===== src/rtl/sdram_pkg.sv =====
// Shared constants and arbiter state encoding for the SDRAM client front end.
package sdram_pkg;

    localparam int unsigned ROW_BITS   = 13;
    localparam int unsigned COL_BITS   = 9;
    localparam int unsigned BANK_BITS  = 2;
    localparam int unsigned ADDR_W_DEF = ROW_BITS + COL_BITS + BANK_BITS;
    localparam int unsigned DATA_W_DEF = 16;

    typedef enum logic [1:0] {
        S_ARB      = 2'd0,
        S_ISSUE    = 2'd1,
        S_WAIT_RSP = 2'd2
    } arb_state_e;

endpackage


===== src/rtl/sdram_rr_pick.sv =====
// Two-way round-robin winner: on a tie the port that did not win last time is chosen.
module sdram_rr_pick
    import sdram_pkg::*;
(
    input  logic valid0_i,
    input  logic valid1_i,
    input  logic last_grant_i,
    output logic any_o,
    output logic winner_o
);

    always_comb begin
        any_o = valid0_i | valid1_i;
        if (valid0_i && valid1_i) begin
            winner_o = ~last_grant_i;
        end else begin
            winner_o = valid1_i;
        end
    end

endmodule


===== src/rtl/sdram_port_arb.sv =====
// Two-port front end for the SDRAM controller: round-robin arbitration, a held command
// across the controller's input register, and read-response routing to the issuing port.
module sdram_port_arb
    import sdram_pkg::*;
#(
    parameter int unsigned ADDR_W      = ADDR_W_DEF,
    parameter int unsigned DATA_W      = DATA_W_DEF,
    parameter int unsigned RSP_TIMEOUT = 4095
) (
    input  logic              clk,
    input  logic              rst,
    input  logic              p0_cmd_valid,
    output logic              p0_cmd_ready,
    input  logic              p0_cmd_write,
    input  logic [ADDR_W-1:0] p0_cmd_addr,
    input  logic [DATA_W-1:0] p0_cmd_wdata,
    output logic              p0_rsp_valid,
    input  logic              p0_rsp_ready,
    output logic [DATA_W-1:0] p0_rsp_rdata,
    input  logic              p1_cmd_valid,
    output logic              p1_cmd_ready,
    input  logic              p1_cmd_write,
    input  logic [ADDR_W-1:0] p1_cmd_addr,
    input  logic [DATA_W-1:0] p1_cmd_wdata,
    output logic              p1_rsp_valid,
    input  logic              p1_rsp_ready,
    output logic [DATA_W-1:0] p1_rsp_rdata,
    output logic              ctrl_cmd_valid,
    input  logic              ctrl_cmd_ready,
    output logic              ctrl_cmd_write,
    output logic [ADDR_W-1:0] ctrl_cmd_addr,
    output logic [DATA_W-1:0] ctrl_cmd_wdata,
    input  logic              ctrl_rsp_valid,
    output logic              ctrl_rsp_ready,
    input  logic [DATA_W-1:0] ctrl_rsp_rdata,
    output logic              grant_id,
    output logic              error_flag
);

    localparam int unsigned     CNT_W   = $clog2(RSP_TIMEOUT + 1);
    localparam logic [CNT_W-1:0] CNT_MAX = CNT_W'(RSP_TIMEOUT);

    arb_state_e        state_q;
    logic              presented_q;
    logic              last_grant_q;
    logic              grant_q;
    logic              error_q;
    logic              hold_write_q;
    logic [ADDR_W-1:0] hold_addr_q;
    logic [DATA_W-1:0] hold_wdata_q;
    logic [CNT_W-1:0]  cnt_q;

    logic             any_valid;
    logic             winner;
    logic             in_issue;
    logic             in_wait;
    logic             handshake;
    logic             accept;
    logic             rsp_done;
    logic             sel_rsp_ready;
    logic             state_change;
    logic [CNT_W-1:0] cnt_sat;

    sdram_rr_pick u_pick (
        .valid0_i     (p0_cmd_valid),
        .valid1_i     (p1_cmd_valid),
        .last_grant_i (last_grant_q),
        .any_o        (any_valid),
        .winner_o     (winner)
    );

    always_comb begin
        in_issue      = (state_q == S_ISSUE);
        in_wait       = (state_q == S_WAIT_RSP);
        handshake     = (state_q == S_ARB) && any_valid;
        // The controller registers its inputs, so it only sees the command from the second cycle.
        accept        = in_issue && presented_q && ctrl_cmd_ready;
        sel_rsp_ready = grant_q ? p1_rsp_ready : p0_rsp_ready;
        rsp_done      = in_wait && ctrl_rsp_valid && sel_rsp_ready;
        state_change  = handshake || accept || rsp_done;
        cnt_sat       = (cnt_q == CNT_MAX) ? cnt_q : cnt_q + CNT_W'(1);

        p0_cmd_ready   = handshake && !winner && !rst;
        p1_cmd_ready   = handshake && winner && !rst;
        ctrl_cmd_valid = in_issue;
        ctrl_cmd_write = hold_write_q;
        ctrl_cmd_addr  = hold_addr_q;
        ctrl_cmd_wdata = hold_wdata_q;
        ctrl_rsp_ready = in_wait && sel_rsp_ready;
        p0_rsp_valid   = in_wait && !grant_q && ctrl_rsp_valid;
        p1_rsp_valid   = in_wait && grant_q && ctrl_rsp_valid;
        p0_rsp_rdata   = (in_wait && !grant_q) ? ctrl_rsp_rdata : '0;
        p1_rsp_rdata   = (in_wait && grant_q) ? ctrl_rsp_rdata : '0;
        grant_id       = grant_q;
        error_flag     = error_q;
    end

    always_ff @(posedge clk or posedge rst) begin
        if (rst) begin
            state_q      <= S_ARB;
            presented_q  <= 1'b0;
            last_grant_q <= 1'b1;
            grant_q      <= 1'b0;
            error_q      <= 1'b0;
            hold_write_q <= 1'b0;
            hold_addr_q  <= '0;
            hold_wdata_q <= '0;
            cnt_q        <= '0;
        end else begin
            unique case (state_q)
                S_ARB: begin
                    if (handshake) begin
                        hold_write_q <= winner ? p1_cmd_write : p0_cmd_write;
                        hold_addr_q  <= winner ? p1_cmd_addr : p0_cmd_addr;
                        hold_wdata_q <= winner ? p1_cmd_wdata : p0_cmd_wdata;
                        grant_q      <= winner;
                        last_grant_q <= winner;
                        presented_q  <= 1'b0;
                        state_q      <= S_ISSUE;
                    end
                end
                S_ISSUE: begin
                    presented_q <= 1'b1;
                    if (accept) begin
                        state_q <= hold_write_q ? S_ARB : S_WAIT_RSP;
                    end
                end
                S_WAIT_RSP: begin
                    if (rsp_done) begin
                        state_q <= S_ARB;
                    end
                end
                default: state_q <= S_ARB;
            endcase

            if (state_change) begin
                cnt_q <= '0;
            end else if (state_q != S_ARB) begin
                cnt_q <= cnt_sat;
                if (cnt_sat == CNT_MAX) begin
                    error_q <= 1'b1;
                end
            end

            // A response with nothing outstanding is a protocol error on the controller side.
            if (ctrl_rsp_valid && !in_wait) begin
                error_q <= 1'b1;
            end
        end
    end

endmodule


===== config.mk =====
export PLATFORM = sky130hd
export DESIGN_NAME = sdram_port_arb
export DESIGN_NICKNAME = d
export VERILOG_FILES = /design/src/rtl/sdram_pkg.sv /design/src/rtl/sdram_rr_pick.sv /design/src/rtl/sdram_port_arb.sv
export SDC_FILE = /design/constraint.sdc
export NUM_CORES = 1
export LEC_CHECK = 0
export CAP_MARGIN = 20
export CORE_MARGIN = 3
export CORE_UTILIZATION = 41
export CTS_CLUSTER_DIAMETER = 30
export CTS_CLUSTER_SIZE = 14
export DETAILED_ROUTE_END_ITERATION = 10
export PLACE_DENSITY = 0.93
export SLEW_MARGIN = 20
export SYNTH_ARGS = -nofsm -noshare
export SYNTH_HDL_FRONTEND = slang
export SYNTH_HIERARCHICAL = 1
export SYNTH_SLANG_ARGS = --single-unit
export TNS_END_PERCENT = 5

===== constraint.sdc =====
create_clock -name clk -period 3.3 [get_ports clk]
set_input_delay 0.33 -clock clk [delete_from_list [all_inputs] [get_ports clk]]
set_output_delay 0.33 -clock clk [all_outputs]
set_load 0.005 [all_outputs]

# After elaboration in Yosys (flattened, before gate mapping)
# Cells that the tools add are included.
totals:
  reg_bits: 59
  inputBits: 106
  out_inout_bits: 81
  wordCells: 73
op_classes:
  n_addsub: 1
  eq_ne: 8
  muxes: 21
  bitwise_logic: 2
  n_reduce_logical: 32
op_table:
  columns: ["cell", "count"]
  rows:
  - ["2-to-1 mux 16 bit", 3]
  - ["2-to-1 mux 12 bit", 3]
  - ["equality test 12 bit (second input constant)", 2]
  - ["2-to-1 mux 24 bit", 1]
  - ["logical AND 1 bit", 16]
  - ["adder 12 x 1 -> 12 bit (second input constant)", 1]
  - ["nonzero test 2 bit", 5]
  - ["2-to-1 mux 1 bit", 8]
  - ["2-to-1 mux 2 bit", 4]
  - ["inequality test 2 x 1 -> 1 bit (second input constant)", 3]
  - ["case mux 2 bit (3 select lines)", 1]
  - ["AND reduction 3 bit", 2]
  - ["zero test 1 bit", 4]
  - ["AND reduction 2 bit", 2]
  - ["equality test 2 x 1 -> 1 bit (second input constant)", 1]
  - ["equality test 2 bit (second input constant)", 1]
  - ["zero test 2 bit", 1]
  - ["logical OR 1 bit", 2]
  - ["inequality test 2 bit (second input constant)", 1]
  - ["case mux 1 bit (2 select lines)", 1]
  - ["inverter 1 bit", 1]
  - ["OR 1 bit", 1]

# Depth between registers and ports, before layout
depth:
  ltp_word: 7
  mapped_depth: 7
  mapped_depth_nobuf: 6

# Cells and area by module
# The synthesis kept the hierarchy.
modules_own_cells:
  columns: ["mod", "n_inst", "cells_each", "area_per_inst_um2", "seq_area_each_um2"]
  rows:
  - ["sdram_port_arb", 1, 346, 3233.1, 1477.7]
  - ["sdram_rr_pick", 1, 2, 13.8, 0.0]

# Worst setup path before layout
# OpenSTA, ideal clock, no wires.
synth_timing:
  path_kind: "input-to-output"
  start: "input rst"
  end: "output p1_cmd_ready"
  arrival_time_ns: 1.898
  t_required_ns: 2.970
  path_slack_ns: 1.072
  cell_stages: 2
  path_buffers: 0
  cell_sequence: "inv_1 > and3_1"
synth_between:
  elab_chain_len: 2
synth_lines:
  columns: ["element", "line_no", "text"]
  rows:
  - ["from (decl)", "sdram_port_arb.sv:11", "input logic rst,"]
  - ["zero test 1 bit (no source line)", null, null]
  - ["logical AND 1 bit", "sdram_port_arb.sv:84", "p1_cmd_ready = handshake && winner && !rst;"]
  - ["to (decl)", "sdram_port_arb.sv:21", "output logic p1_cmd_ready,"]
# Every way passes these cells.

# Worst setup path after layout
layout_timing:
  start: "register state_q[0]"
  end: "output p0_rsp_rdata[5]"
layout_between:
  elab_chain_len: 3
layout_lines:
  columns: ["element", "line_no", "text"]
  rows:
  - ["from (decl)", "sdram_port_arb.sv:43", "arb_state_e state_q;"]
  - ["from (signal assigned)", "sdram_port_arb.sv:125", "state_q <= hold_write_q ? S_ARB : S_WAIT_RSP;"]
  - ["equality test 2 bit", "sdram_port_arb.sv:74", "in_wait = (state_q == S_WAIT_RSP);"]
  - ["logical AND 1 bit", "sdram_port_arb.sv:92", "p0_rsp_rdata = (in_wait && !grant_q) ? ctrl_rsp_rdata : '0;"]
  - ["2-to-1 mux 16 bit", "sdram_port_arb.sv:92", null]
  - ["to (decl)", "sdram_port_arb.sv:19", "output logic [DATA_W-1:0] p0_rsp_rdata,"]
# Every way passes these cells.

==> impl_metrics.ini <==
[global_route]
antenna_found_initial = 0
grt_pass1_vias = 3350
grt_overflow = 0
grt_pass1_wl_mm = 15.84
grt_start_max_net_pins = 85
grt_usage_pct = 22.52

[setup_path]
cp-end-kind = primary output
reg2reg_from = grant_id
cp-start-kind = register
ff2ff_setup_slack_ps = 1190
r2r_cells = 5
critical_path_required_ps = 2970
reg2reg_to = cnt_q[9]
arrival_ps = 2430
path_class = reg2out
cp_max_fo = 16
crit_start = state_q[0]

[synthesis]
synth_area_mm2 = 0.003247
synth_top_flop_cell = dfrtp_1
synthMuxAreaShare_pct = 12.95
synth-simple-area-share_pct = 20.50
ys_top_cells_by_area = dfrtp_1 (45%), mux2i_1 (13%), o21ai_0 (7.6%), nand2_1 (6.6%), and2_1 (6.4%)
synthArstFlopShare_pct = 100.0
synth_compound_area_share_pct = 16.42
syn-instance-count = 348
yosysTopAreaCell = dfrtp_1
synth_top_family_by_area = simple AND/OR/NAND/NOR gates
synth-edff-count = 0
yosys.area_share.adder_pct = 0.3854
syn_nets = 455
yosysTopAreaCellShare_pct = 44.70
synth_commonest_cells = dfrtp_1 (58), nand2_1 (57), o21ai_0 (49)
ys_types = 46
synth_xor_area_share_pct = 0.5010
synth-seq-cells = 59
yosysMostFrequentCell = dfrtp_1
synth.avg_cell_area_um2 = 9.330
yosys_warnings = 6
ys_seq_area_share_pct = 45.51

[clock_tree]
cts_setup_buffers = 0
clk_latency_ps = 330
cts_hold_buf = 0
cts_tree = yes
cts_root_buf = clkbuf_8
htree_levels = 3
cts.reportedPaths.clkPinSlew_ps = 70
cts_max_path_buffers = 2
post_cts_resized = 0
clock_sinks = 59
numCtsBuffers = 9

[worst_hold_path]
hold-path-endpoint = ctrl_cmd_addr[3]
worstHoldPathType = reg2reg
worstHoldStart = ctrl_cmd_addr[3]
min_path_cells = 2

[finish]
synthToLayoutAreaGrowth_pct = 65.05
fillers = 577
fin_cells = 632
antenna_cells = 0
fin_nets = 636
drive_above_1_share_pct = 5.816

[timing]
fmax_mhz = 362.2
setup_viol = 0
finalMaxSlewViolations = 0
rsz0062_at_grt = false
setup-tns-final_ps = 0
slew_headroom_pct = 41.57
tightest_slew_ps = 873.2
hold_viol = 0
min_period_over_period_pct = 83.66
skew_ps = 4.756
timing.final.ws_setup_ps = 539.3
min_period_ps = 2761

[power_and_ir_drop]
max-vdd-ir-drop_mv = 0.3940
p_leak_nw = 2.285
power_density_mw_per_mm2 = 642.2

[route]
wl_per_cell_um = 15.49
drtIter0Drc = 152
vias = 3249
vias_per_cell = 5.141
drcViolationCount = 0
dr.pass1.iters = 4
drt_wl_total_mm = 9.792
drtAntennaViolNets = 0

[place]
io_buffers = 186
dpl.hpwl_mm = 7.772
placedCellCount = 617
gp_congestion = 0.9167
post-place-ws_ps = 860.9

[floorplan]
initial_utilization_pct = 43.60
chipWidth_um = 94.99
die_h_um = 94.99
core_mm2 = 0.007447
row_count = 31
dieArea_mm2 = 0.009023
io-pin-count = 187

[run_status]
status = complete, no violations

[flow_run]
drv_cap = 0
## worst max path at each step
stage                              to  slack, ps  cells after the start
floorplan                p1_cmd_ready       1070                      2
global placement    ctrl_cmd_wdata[6]        990                      5
detailed placement    p0_rsp_rdata[1]        860                      4
CTS                   p0_rsp_rdata[1]        500                      4
global route          p1_rsp_rdata[6]        290                      4
finish                p0_rsp_rdata[5]        540                      4
## area by class of cell
type	instances	area (um2)	share of cell area (%)
inverter	9	33.78	0.6304
multi-input combinational	261	1662	31.01
clock buffer	11	151.4	2.825
clock inverter	4	26.28	0.4903
sequential	59	1478	27.57
tap	99	123.9	2.311
timing repair buffer	189	1884	35.16
## worst max-delay path: stages (launching register included)
cell	delay, ps
dfrtp_1	430
nand2b_1	320
nor2_1	630
and2_1	230
clkdlybuf4s50_1	500
## layout by cell type (no fill, tap or decap), drive strengths merged
cell type	n
clkinv	3
a32oi	1
nor3	6
a32o	1
a21o	3
a21oi	7
mux2i	42
clkbuf	11
a41oi	1
or4	1
o21ai	56
nand2b	2
a21boi	4
clkdlybuf4s50	186
o211ai	3
a211o	1
nor4b	1
nand3	5
xnor2	1
and2	33
o31ai	3
o32ai	2
clkinvlp	1
and3b	1
a22o	4
o21bai	1
dfrtp	58
inv	9
or2	2
buf	3
ha	1
nand4	3
dfstp	1
or3	4
nor2	10
and3	4
nor4	1
nand2	57
## metrics by stage
stage	cell area, um2	hold slack (ps)	power [W]	util, %
3_3_place_gp	5181	460.0	0.002805	69.57
5_1_grt	5359	502.0	0.003713	71.96
2_1_floorplan	3247	439.1	0.001938	-
3_5_place_dp	5181	469.1	0.002886	69.57
4_1_cts	5359	483.1	0.003489	71.96
6_report	5359	478.6	0.003441	71.96
## where the power goes
group / leakage, nW / internal (W) / switching, W
registers: 0.738 / 0.00102 / 0.000204
logic: 1.46 / 0.000905 / 0.000729
clock network: 0.0912 / 0.000307 / 0.000275
total: 2.29 / 0.00223 / 0.00121
## registers in the layout, indices dropped and copies added (netlist names)
signal / flops
ctrl_cmd_write: 1
state_q: 2
presented_q: 1
grant_id: 1
last_grant_q: 1
ctrl_cmd_addr: 24
error_flag: 1
ctrl_cmd_wdata: 16
cnt_q: 12
## routing by layer
metal	wire (um)	global-route usage, %
met5	0	0
met4	237	9.495
met3	1053	8.367
met2	5055	39.52
met1	3445	24.25
## cells by family after synthesis
group	after synthesis
AND/OR/NAND/NOR	130
AO/OA/AOI/OAI	87
flip-flops	59
multiplexers	42
buffers and inverters	28
XOR/XNOR	1
adder cells (fa/ha/maj)	1
Note: power is estimated with default switching activity, not from simulation.
==> RTL change, RTL diff (config.mk and constraints unchanged) <==
Set the package constant `DATA_W_DEF` to 24 (it was 16).
--- a/src/rtl/sdram_pkg.sv
+++ b/src/rtl/sdram_pkg.sv
@@ -7,3 +7,3 @@
     localparam int unsigned ADDR_W_DEF = ROW_BITS + COL_BITS + BANK_BITS;
-    localparam int unsigned DATA_W_DEF = 16;
+    localparam int unsigned DATA_W_DEF = 24;
 
Ports: changed (6 resized); port bits go from 187 to 235. The function was not compared with the original's and may differ.
==> RTL change against the unedited design <==
  * Sequential share of layout area down 1.4 points
  * Wire length increased by 28%
  * Sequential cell count is 8 higher
  * Synthesized area rose by 15%
  * Die area is 14% higher
  * Power grew 22%
  * Setup slack better by 0.23 ns
  * Final area increased by 20%
  * Clock power up 45%
==> RTL change: results (changes against the unedited design) <==
[synth]
synthXorXnorAreaFrac = 0.00235  ; -0.00266
synth_fa_ha_area_frac = 0.00336  ; -0.000496
synthMuxAreaShare = 0.146  ; +0.0163
synth_compound_area_frac = 0.136  ; -0.0285
synthTopCellsByCount = nand2_1 (68), dfrtp_1 (66), o21ai_0 (58)
ys_types = 44  ; -4.3%
yosys-top-cells-area = dfrtp_1 (44%), mux2i_1 (14%), and2_1 (8.2%)

[placement]
portBuffers = 234  ; +26%
place_ws_ns = 0.672  ; -0.189 ns
dp_hpwl_um = 9880  ; +27%
place_congestion = 0.942  ; +2.7%

[final_layout]
drive_gt1_frac = 0.0537  ; -0.00445
fin_nets = 759  ; +19%

[global_route]
use_met1 = 0.249  ; +0.00649
grt_use_met3 = 0.0654  ; -0.0182
grt_usage = 0.237  ; +0.0117
gr-usage-met2 = 0.444  ; +0.0490
grt_pass1_wl_um = 19100  ; +21%

[pwr]
p_clk_frac = 0.202  ; +0.033
p_per_area_mw_per_mm2 = 654  ; +1.8%
p_leak_nw = 2.75  ; +21%
switching_share = 0.338  ; -0.0133
seqPwrFrac = 0.334  ; -0.022

[detailed_routing]
first_pass_iters = 4  ; unchanged
vias = 3872  ; +19%
drt-initial-drc-count = 169  ; +11%

[setup_path]
critPathArrivalTime_ns = 2.20  ; -0.23 ns
crit_end = p1_rsp_rdata[9]
cp_slowest_cell = clkdlybuf4s50_1
worstReg2RegStart = last_grant_q$_DFFE_PP1P_
cpPeakStageDelay_ns = 0.55  ; -0.08 ns
crit_path_max_fanout = 24  ; +8
r2r-end = ctrl_cmd_wdata[3]$_DFFE_PP0P_

[hold_path]
hp-start = ctrl_cmd_addr[7]$_DFFE_PP0P_
holdPathEnd = ctrl_cmd_addr[7]$_DFFE_PP0P_

[timing]
fin_crit_sh = 0.767  ; -0.0694

[outcome]
status = completed

==> RTL change: changes by cell type after synthesis, sizes merged, moves of 5 or more <==
cell,change
dfrtp,+8
clkbuf,+5
mux2i,+10
and2,+16
o21ai,+7
nand2,+11
==> RTL change: cell type report <==
| cell class | count | area, µm² |
|---|---|---|
| timing repair buffer | 239 | 2380 |
| inverter | 7 | 26.3 |
| fill | 638 | 2360 |
| antenna | 1 | 2.50 |
| clock buffer | 10 | 138 |
| clock inverter | 6 | 111 |
| sequential | 67 | 1680 |
| tap | 108 | 135 |
| multi-input combinational | 304 | 1940 |
==> RTL change: critical path, delay by kind of cell (launching register included) <==
kind / cells / cell delay [ns]
buf+inv: 2 / 0.78
flops: 1 / 0.43
simple gates: 3 / 0.66
==> RTL change: kinds of logic (layout without fill, tap and decap cells) <==
group | count (synthesis) | after routing
buffers and inverters | 31 | 262
xor gates and xnor gates | 1 | 1
DFF | 67 | 67
muxes | 54 | 54
AOI/OAI and AO/OA | 87 | 87
and+or+nand+nor | 161 | 161
other | 0 | 1
adders and majority gates | 1 | 1
==> RTL change: routing by layer <==
| layer | vias to the layer above | wire, µm |
|---|---|---|
| met5 | - | 0 |
| met4 | 0 | 399 |
| met3 | 21 | 1080 |
| met2 | 197 | 6770 |
| met1 | 1813 | 4290 |
| li1 | 1841 | - |
==> RTL change: per-stage QoR <==
step | hold slack (ns) | utilization | area (µm²) | cells
after global placement | 0.461 | 0.702 | 6160 | 725
after CTS | 0.486 | 0.731 | 6400 | 741
after detailed placement | 0.470 | 0.702 | 6160 | 725
after floorplan | 0.439 | - | 3730 | 402
final | 0.478 | 0.731 | 6410 | 742
after global routing | 0.502 | 0.731 | 6400 | 741
